## config.mk

```make
export PLATFORM = sky130hd
export DESIGN_NAME = hazard_ctrl
export DESIGN_NICKNAME = d
export VERILOG_FILES = /design/src/rtl/hazard_ctrl.sv
export SDC_FILE = /design/constraint.sdc
export NUM_CORES = 1
export LEC_CHECK = 0
export CAP_MARGIN = 20
export CORE_ASPECT_RATIO = 0.5
export CORE_MARGIN = 2
export CORE_UTILIZATION = 31
export DETAILED_ROUTE_END_ITERATION = 6
export HOLD_SLACK_MARGIN = 0.15
export PLACE_DENSITY_LB_ADDON = 0.05
export SLEW_MARGIN = 40
export SYNTH_ARGS = -nofsm -noshare
export SYNTH_HDL_FRONTEND = slang
export SYNTH_SLANG_ARGS = --single-unit
```

## constraint.sdc

```tcl
create_clock -name clk -period 3.15 [get_ports clk]
set_input_delay 0.63 -clock clk [delete_from_list [all_inputs] [get_ports clk]]
set_output_delay 0.63 -clock clk [all_outputs]
set_load 0.01 [all_outputs]
```

## src/rtl/hazard_ctrl.sv

```systemverilog
// hazard_ctrl
// Pipeline hazard controller for a five-stage in-order core. It classifies
// each cycle as memory wait, branch flush, load-use stall or no hazard and
// drives the pipeline-register write/flush controls in that same cycle.
// A watchdog moves the block into a sticky HALT state when the data memory
// fails to acknowledge for too long. Two saturating counters record stall
// and flush cycles.

module hazard_ctrl #(
  parameter int TIMEOUT = 255,
  parameter int CNT_W   = 16
) (
  input  logic             clk,
  input  logic             rst,
  input  logic             MemRead_ex,
  input  logic [4:0]       rdAddr_ex,
  input  logic [4:0]       rs1Addr_id,
  input  logic [4:0]       rs2Addr_id,
  input  logic             rs1Used_id,
  input  logic             rs2Used_id,
  input  logic             BranchTaken_ex,
  input  logic             dmem_req,
  input  logic             dmem_ack,
  output logic             PCWrite,
  output logic             IFIDWrite,
  output logic             IDEXWrite,
  output logic             EXMEMWrite,
  output logic             IFIDFlush,
  output logic             IDEXFlush,
  output logic             MEMWBBubble,
  output logic [1:0]       cause,
  output logic [1:0]       state,
  output logic [CNT_W-1:0] stall_cnt,
  output logic [CNT_W-1:0] flush_cnt,
  output logic             halt
);

  // Wait counter is wide enough to hold TIMEOUT itself; a zero TIMEOUT
  // still needs a one-bit counter so the width stays legal.
  localparam int WAIT_W = (TIMEOUT > 0) ? $clog2(TIMEOUT + 1) : 1;
  localparam logic [WAIT_W-1:0] WAIT_MAX = WAIT_W'(TIMEOUT);

  localparam logic [1:0] CAUSE_NONE   = 2'd0;
  localparam logic [1:0] CAUSE_LOADUSE = 2'd1;
  localparam logic [1:0] CAUSE_BRANCH = 2'd2;
  localparam logic [1:0] CAUSE_MEMWAIT = 2'd3;

  typedef enum logic [1:0] {
    RUN     = 2'b00,
    MEMWAIT = 2'b01,
    HALT    = 2'b10
  } state_t;

  state_t             state_r;
  logic [WAIT_W-1:0]  waitCnt_r;
  logic [CNT_W-1:0]   stallCnt_r;
  logic [CNT_W-1:0]   flushCnt_r;
  logic               halt_r;

  logic               memWait_s;
  logic               loadUse_s;
  logic               branch_s;
  logic               inHalt_s;

  // Saturating increment: the counter sticks at all-ones instead of wrapping.
  function automatic logic [CNT_W-1:0] satInc(input logic [CNT_W-1:0] value);
    if (value == {CNT_W{1'b1}}) begin
      satInc = value;
    end else begin
      satInc = value + CNT_W'(1);
    end
  endfunction

  // A source register conflicts with the load only when it is really read.
  function automatic logic srcHit(input logic used, input logic [4:0] src,
                                  input logic [4:0] dst);
    srcHit = used && (src == dst);
  endfunction

  // Register x0 never carries a value, so a load into x0 cannot create a hazard.
  assign loadUse_s = MemRead_ex && (rdAddr_ex != 5'd0) &&
                     (srcHit(rs1Used_id, rs1Addr_id, rdAddr_ex) ||
                      srcHit(rs2Used_id, rs2Addr_id, rdAddr_ex));

  // An ack arriving with the request completes the access without a stall.
  assign memWait_s = dmem_req && !dmem_ack;
  assign branch_s  = BranchTaken_ex;

  // While reset is asserted the controls already follow the RUN rules,
  // even if the registered state is still HALT.
  assign inHalt_s  = (state_r == HALT) && !rst;

  // Classify the cycle by priority (memory wait, branch, load-use) and drive
  // the pipeline-register controls for it.
  always_comb begin
    PCWrite     = 1'b1;
    IFIDWrite   = 1'b1;
    IDEXWrite   = 1'b1;
    EXMEMWrite  = 1'b1;
    IFIDFlush   = 1'b0;
    IDEXFlush   = 1'b0;
    MEMWBBubble = 1'b0;
    cause       = CAUSE_NONE;
    if (inHalt_s) begin
      // Whole pipeline frozen; inputs are ignored.
      PCWrite     = 1'b0;
      IFIDWrite   = 1'b0;
      IDEXWrite   = 1'b0;
      EXMEMWrite  = 1'b0;
      MEMWBBubble = 1'b1;
      cause       = CAUSE_NONE;
    end else if (memWait_s) begin
      // Freeze everything up to MEM; a pending branch is replayed later
      // because EX does not advance.
      PCWrite     = 1'b0;
      IFIDWrite   = 1'b0;
      IDEXWrite   = 1'b0;
      EXMEMWrite  = 1'b0;
      MEMWBBubble = 1'b1;
      cause       = CAUSE_MEMWAIT;
    end else if (branch_s) begin
      // Redirect fetch and squash the two wrong-path instructions.
      IFIDFlush   = 1'b1;
      IDEXFlush   = 1'b1;
      cause       = CAUSE_BRANCH;
    end else if (loadUse_s) begin
      // Hold IF and ID for one cycle and insert a bubble behind the load.
      PCWrite     = 1'b0;
      IFIDWrite   = 1'b0;
      IDEXFlush   = 1'b1;
      cause       = CAUSE_LOADUSE;
    end else begin
      cause       = CAUSE_NONE;
    end
  end

  // Control FSM with memory-wait watchdog and saturating performance counters.
  always_ff @(posedge clk) begin
    if (rst) begin
      state_r    <= RUN;
      waitCnt_r  <= {WAIT_W{1'b0}};
      stallCnt_r <= {CNT_W{1'b0}};
      flushCnt_r <= {CNT_W{1'b0}};
      halt_r     <= 1'b0;
    end else begin
      case (state_r)
        RUN, MEMWAIT: begin
          if (memWait_s) begin
            if (waitCnt_r == WAIT_MAX) begin
              // TIMEOUT+1 consecutive wait cycles: give up on the memory.
              state_r <= HALT;
              halt_r  <= 1'b1;
            end else begin
              state_r   <= MEMWAIT;
              waitCnt_r <= waitCnt_r + WAIT_W'(1);
            end
          end else begin
            state_r   <= RUN;
            waitCnt_r <= {WAIT_W{1'b0}};
          end

          if ((cause == CAUSE_LOADUSE) || (cause == CAUSE_MEMWAIT)) begin
            stallCnt_r <= satInc(stallCnt_r);
          end else begin
            stallCnt_r <= stallCnt_r;
          end

          if (cause == CAUSE_BRANCH) begin
            flushCnt_r <= satInc(flushCnt_r);
          end else begin
            flushCnt_r <= flushCnt_r;
          end
        end
        HALT: begin
          // Sticky until reset; counters frozen.
          state_r <= HALT;
          halt_r  <= 1'b1;
        end
        default: begin
          // An illegal encoding is treated as a fault and parks the pipeline.
          state_r <= HALT;
          halt_r  <= 1'b1;
        end
      endcase
    end
  end

  assign state     = state_r;
  assign stall_cnt = stallCnt_r;
  assign flush_cnt = flushCnt_r;
  assign halt      = halt_r;

endmodule

```

Word-level counts from Yosys, hierarchy flattened

Index checks and enable logic that the tools add are counted.

Muxes and demuxes: 27
Reductions and logical operators: 18
Bitwise gates (word level): 4
Equality and inequality tests: 13
Add/sub/neg operators: 3

Operator list:

| operator                                                         | count |
|---|---|
| 16-bit by 1-bit adder with 16-bit output (second input constant) | 2 |
| 16-bit == test (second input constant)                           | 2 |
| 1-bit 2-to-1 mux                                                 | 19 |
| 8-bit 2-to-1 mux                                                 | 2 |
| 2-bit 2-to-1 mux                                                 | 6 |
| 5-bit == test                                                    | 2 |
| 8-bit by 1-bit adder with 8-bit output (second input constant)   | 1 |
| 8-bit == test (second input constant)                            | 1 |
| 2-bit == test (second input constant)                            | 3 |
| 1-bit logical AND                                                | 6 |
| 2-bit inequality test (second input constant)                    | 3 |
| 3-bit AND reduction                                              | 2 |
| 5-bit nonzero test                                               | 1 |
| 2-bit by 1-bit == test with 1-bit output (second input constant) | 2 |
| 1-bit NOT                                                        | 4 |
| 2-bit AND reduction                                              | 2 |
| 3-bit OR reduction                                               | 1 |
| 1-bit logical NOT                                                | 2 |
| 2-bit logical NOT                                                | 1 |
| 1-bit logical OR                                                 | 2 |
| 2-bit OR reduction                                               | 1 |

Bits in registers: 43

Logic depth before layout (Yosys ltp)

Depth in word-level cells: 11
Gate-level depth with buffers: 10
Gate-level depth less buffers: 8

Worst setup path before layout

Ideal clock, no wire load.

Path type: input to output
Start: input port rdAddr_ex[1]
End: output port cause[0]
Slack: 0.624 ns
Buffers on the path: 1
Stages: 6
Data required time: 2.520 ns
Data arrival time: 1.896 ns
Cell sequence: or4_1 -> o21ai_1 -> nor2_1 -> a21o_2 -> buf_6 -> and2_1

Cells in the longest elaborated chain, start to end: 8
Elaborated cells between the ends (all ways): 12

Ends and longest elaborated chain:

| element               | RTL line | RTL |
|---|---|---|
| start, declared       | 16       | `input logic [4:0] rdAddr_ex,` |
| 5-bit == test         | 77       | `srcHit = used && (src == dst);` |
| 1-bit logical AND     | 77       |  |
| 1-bit logical OR      | 82       | `(srcHit(rs1Used_id, rs1Addr_id, rdAddr_ex) \|\|` |
| 1-bit logical AND (*) | 81       | `assign loadUse_s = MemRead_ex && (rdAddr_ex != 5'd0) &&` |
| 1-bit 2-to-1 mux (*)  | 126      | `end else if (loadUse_s) begin` |
| 2-bit 2-to-1 mux (*)  | 121      | `end else if (branch_s) begin` |
| 2-bit 2-to-1 mux (*)  | 112      | `end else if (memWait_s) begin` |
| 2-bit 2-to-1 mux (*)  | 104      | `if (inHalt_s) begin` |
| end, declared         | 31       | `output logic [1:0] cause,` |

Mark *: on every way between the ends. The rest lies on a longest branch, timed or not.

Final worst setup path

Same ends and word-level chain as after synthesis.

==> summary.txt <==
Min cycle time layout: 3.05 ns
Drt wl/cell: 12.8 um
Max rail drop VDD: 0.000185 V
Die area: 0.00769 sq mm
Synthesis Warnings: 0
Final antenna-violating net count: 0
Startpoint Class: input pin
PwrDens: 382 mW/mm^2
First-pass GRT wire length: 8.73 mm
Top cells by area, synth: dfxtp_1 40%, xor2_1 8.9%, xnor2_1 6.9%
Detailed Route Iter0 Violations: 132
Ys async rst share: 0%
Leakage: 1.08 nW
GRT overflow: 0
Total power: 1.17 mW
Synth Area in XOR/XNOR: 15.8%
Layout cells sized above 1: 8.20%
Detailed-placement wirelength estimate: 3.81 mm
Hold Violations, Final: 0
Skew final: 0.00362 ns
Commonest cells in the netlist: 43 x dfxtp_1, 39 x nor2_1, 22 x xor2_1, 17 x xnor2_1, 16 x nand4_1
Synth Area in Compound Gates: 7.99%
Pin count of the biggest net entering global routing: 39
Clk sinks: 43
Io pins: 67
Hold_sp: halt$_SDFFE_PP0P_
FMAX: 328 MHz
Post-synthesis mux area share: 0.984%
Area Overhead vs Synth: 41.4%
Buffers on Ports: 66
Post-synthesis cell count: 249
Sequential Area: 861 sq um
Post-Place Worst Slack: -0.154 ns
CTS tree: built
Nets: 342
EDFF count, synth: 0
Synth unique cells: 43
R2r endpoint: flush_cnt[11]$_SDFFE_PP0P_
Die W: 122 um
Post-synth top area cell: dfxtp_1
Reg2Reg Depth: 8
Most used DFF post-synth: dfxtp_1
Post-CTS setup buffer count: 0
Setup TNS: 0 ns
Most instantiated library cell after synthesis: dfxtp_1
Clk slew on worst S/H paths: 0.06 ns
Post-Syn Area: 0.00216 sq mm
Relative slew margins: 64.1%
Area share of the largest cell type after synthesis: 39.8%
CP Capture Type: output port
Worst reg2reg startpoint: flush_cnt[0]$_SDFFE_PP0P_
DR pass1 iterations: 4
Crit Path Max Fanout: 2
Final core utilization: 45.4%
Routed vias: 1,909
Clock latency on the worst-skew pair: 0.28 ns
Sequential-to-total area share from yosys stat: 39.8%
Initial Util: 32.1%
Min-Delay Endpoint: halt$_SDFFE_PP0P_
Setup violations, final: 0
Number of max-cap violations: 0
N_diodes: 0
Mean Syn Cell Area: 8.68 sq um
Crit Path Class: input pin to output port
Die H: 63.0 um
Area share of fa/ha/maj cells after synthesis: 1.74%
Dpl cell area: 0.00291 sq mm
Initial antenna violation count: 0
Hold Crit Depth: 2
Final WS setup: 0.105 ns
Crit share post-route: 96.7%
Post-route cell area: 0.00306 sq mm
Slew at the pin closest to its max-slew limit: 0.536 ns
Vias in the first global route: 1,916
Simple-gate share of the synthesized area: 29.6%
Tot GR Track Use: 14.3%
Post-Syn Nets: 275
CTS root buffer: clkbuf_16
CTS H-tree depth: 2
Row count: 21
Flops & latches, synth: 43
Pins over their slew limit: 0
Multi-input gate area: 0.00122 sq mm
WP data required: 2.52 ns
Core Box Area: 0.00673 sq mm
Clock Tree Buf Depth: 2
Largest family of logic cells by synthesized area: simple AND/OR/NAND/NOR gates
Vias per cell: 4.67
Filler cell count: 687
RSZ-0062 raised after global routing: false
R2R setup slack: 0.98 ns
Post-Route WL: 5.23 mm
Post-CTS Hold Buffers: 0
Worst hold path type: flip-flop to flip-flop
CP arrival: 2.42 ns
DRC Markers: 0
GPL Wtd Cong: 0.755
CTS Buf Count: 5
Outcome: finished clean
what timing repair did:
item	4_1_cts	5_1_grt
endpoints found under the setup margin	4	1
resized for setup	5	2
pin swaps	0	1
final cells by class:
type / count / area share [%]
clock buffer: 7 / 4.34
clock inverter: 1 / 0.164
inverter: 5 / 0.614
multi-input combinational: 189 / 40.0
sequential: 43 / 28.2
tap: 92 / 3.77
timing repair buffer: 72 / 23.0
placed cells by master, fill, tap and decap left out, types with 2 or more instances in the layout:
master	n
nor3b_1	2
dlygate4sd2_1	3
clkbuf_1	2
dfxtp_1	43
o21a_1	2
o21ai_0	6
nor2b_1	2
clkbuf_16	5
and2_1	2
and4_1	3
nor2_1	39
nand2_1	15
xnor2_1	17
clkdlybuf4s50_1	62
nand3_1	12
ha_1	3
nor3_1	2
buf_4	6
xor2_1	22
and3_1	11
nand4_1	16
inv_1	5
or3_1	6
a21oi_1	9
state kept, by name (all words and copies together), names as in the netlist:
signal	count
flush_cnt	16
halt	1
waitCnt_r	8
state	2
stall_cnt	16
worst max-delay path: stages:
cell and delay (ns):
clkdlybuf4s50_1 0.42, or4_4 0.54, o21ai_2 0.16, nor2_1 0.07
a21o_2 0.23, and2_1 0.14, clkdlybuf4s15_1 0.22
metal layers:
layer,up-vias,wire [um],track usage (%)
met3,7,280,5.02
met5,-,0,0
met4,0,54,3.88
met1,877,2460,17.7
met2,36,2440,23.5
li1,989,-,-
per-stage QoR:
stage / hold WS, ns / instances
after floorplan: 0.458 / 249
after global placement: 0.434 / 401
after detailed placement: 0.448 / 401
after CTS: 0.456 / 409
after global routing: 0.498 / 409
final: 0.450 / 409
worst max path at each step:
stage,to,start
global placement,cause[0],rdAddr_ex[1]
global route,cause[0],rdAddr_ex[1]
floorplan,cause[0],rdAddr_ex[1]
CTS,cause[0],rdAddr_ex[1]
finish,cause[0],rdAddr_ex[1]
detailed placement,cause[0],rdAddr_ex[1]
kinds of logic (layout without fill, tap and decap cells):
kind of cell,count (synthesis),after routing
buffers and inverters,17,85
DFF,43,43
and+or+nand+nor,121,121
adders and majority gates,3,3
AOI/OAI and AO/OA,24,24
muxes,2,2
xor gates and xnor gates,39,39
power breakdown:
| group | internal (mW) | switching (mW) | total, mW |
|---|---|---|---|
| Combinational | 0.0675 | 0.0507 | 0.118 |
| Clock | 0.293 | 0.199 | 0.492 |
| Sequential | 0.549 | 0.00628 | 0.556 |
| Total | 0.910 | 0.256 | 1.17 |
Power figures use the tool's default switching activity.
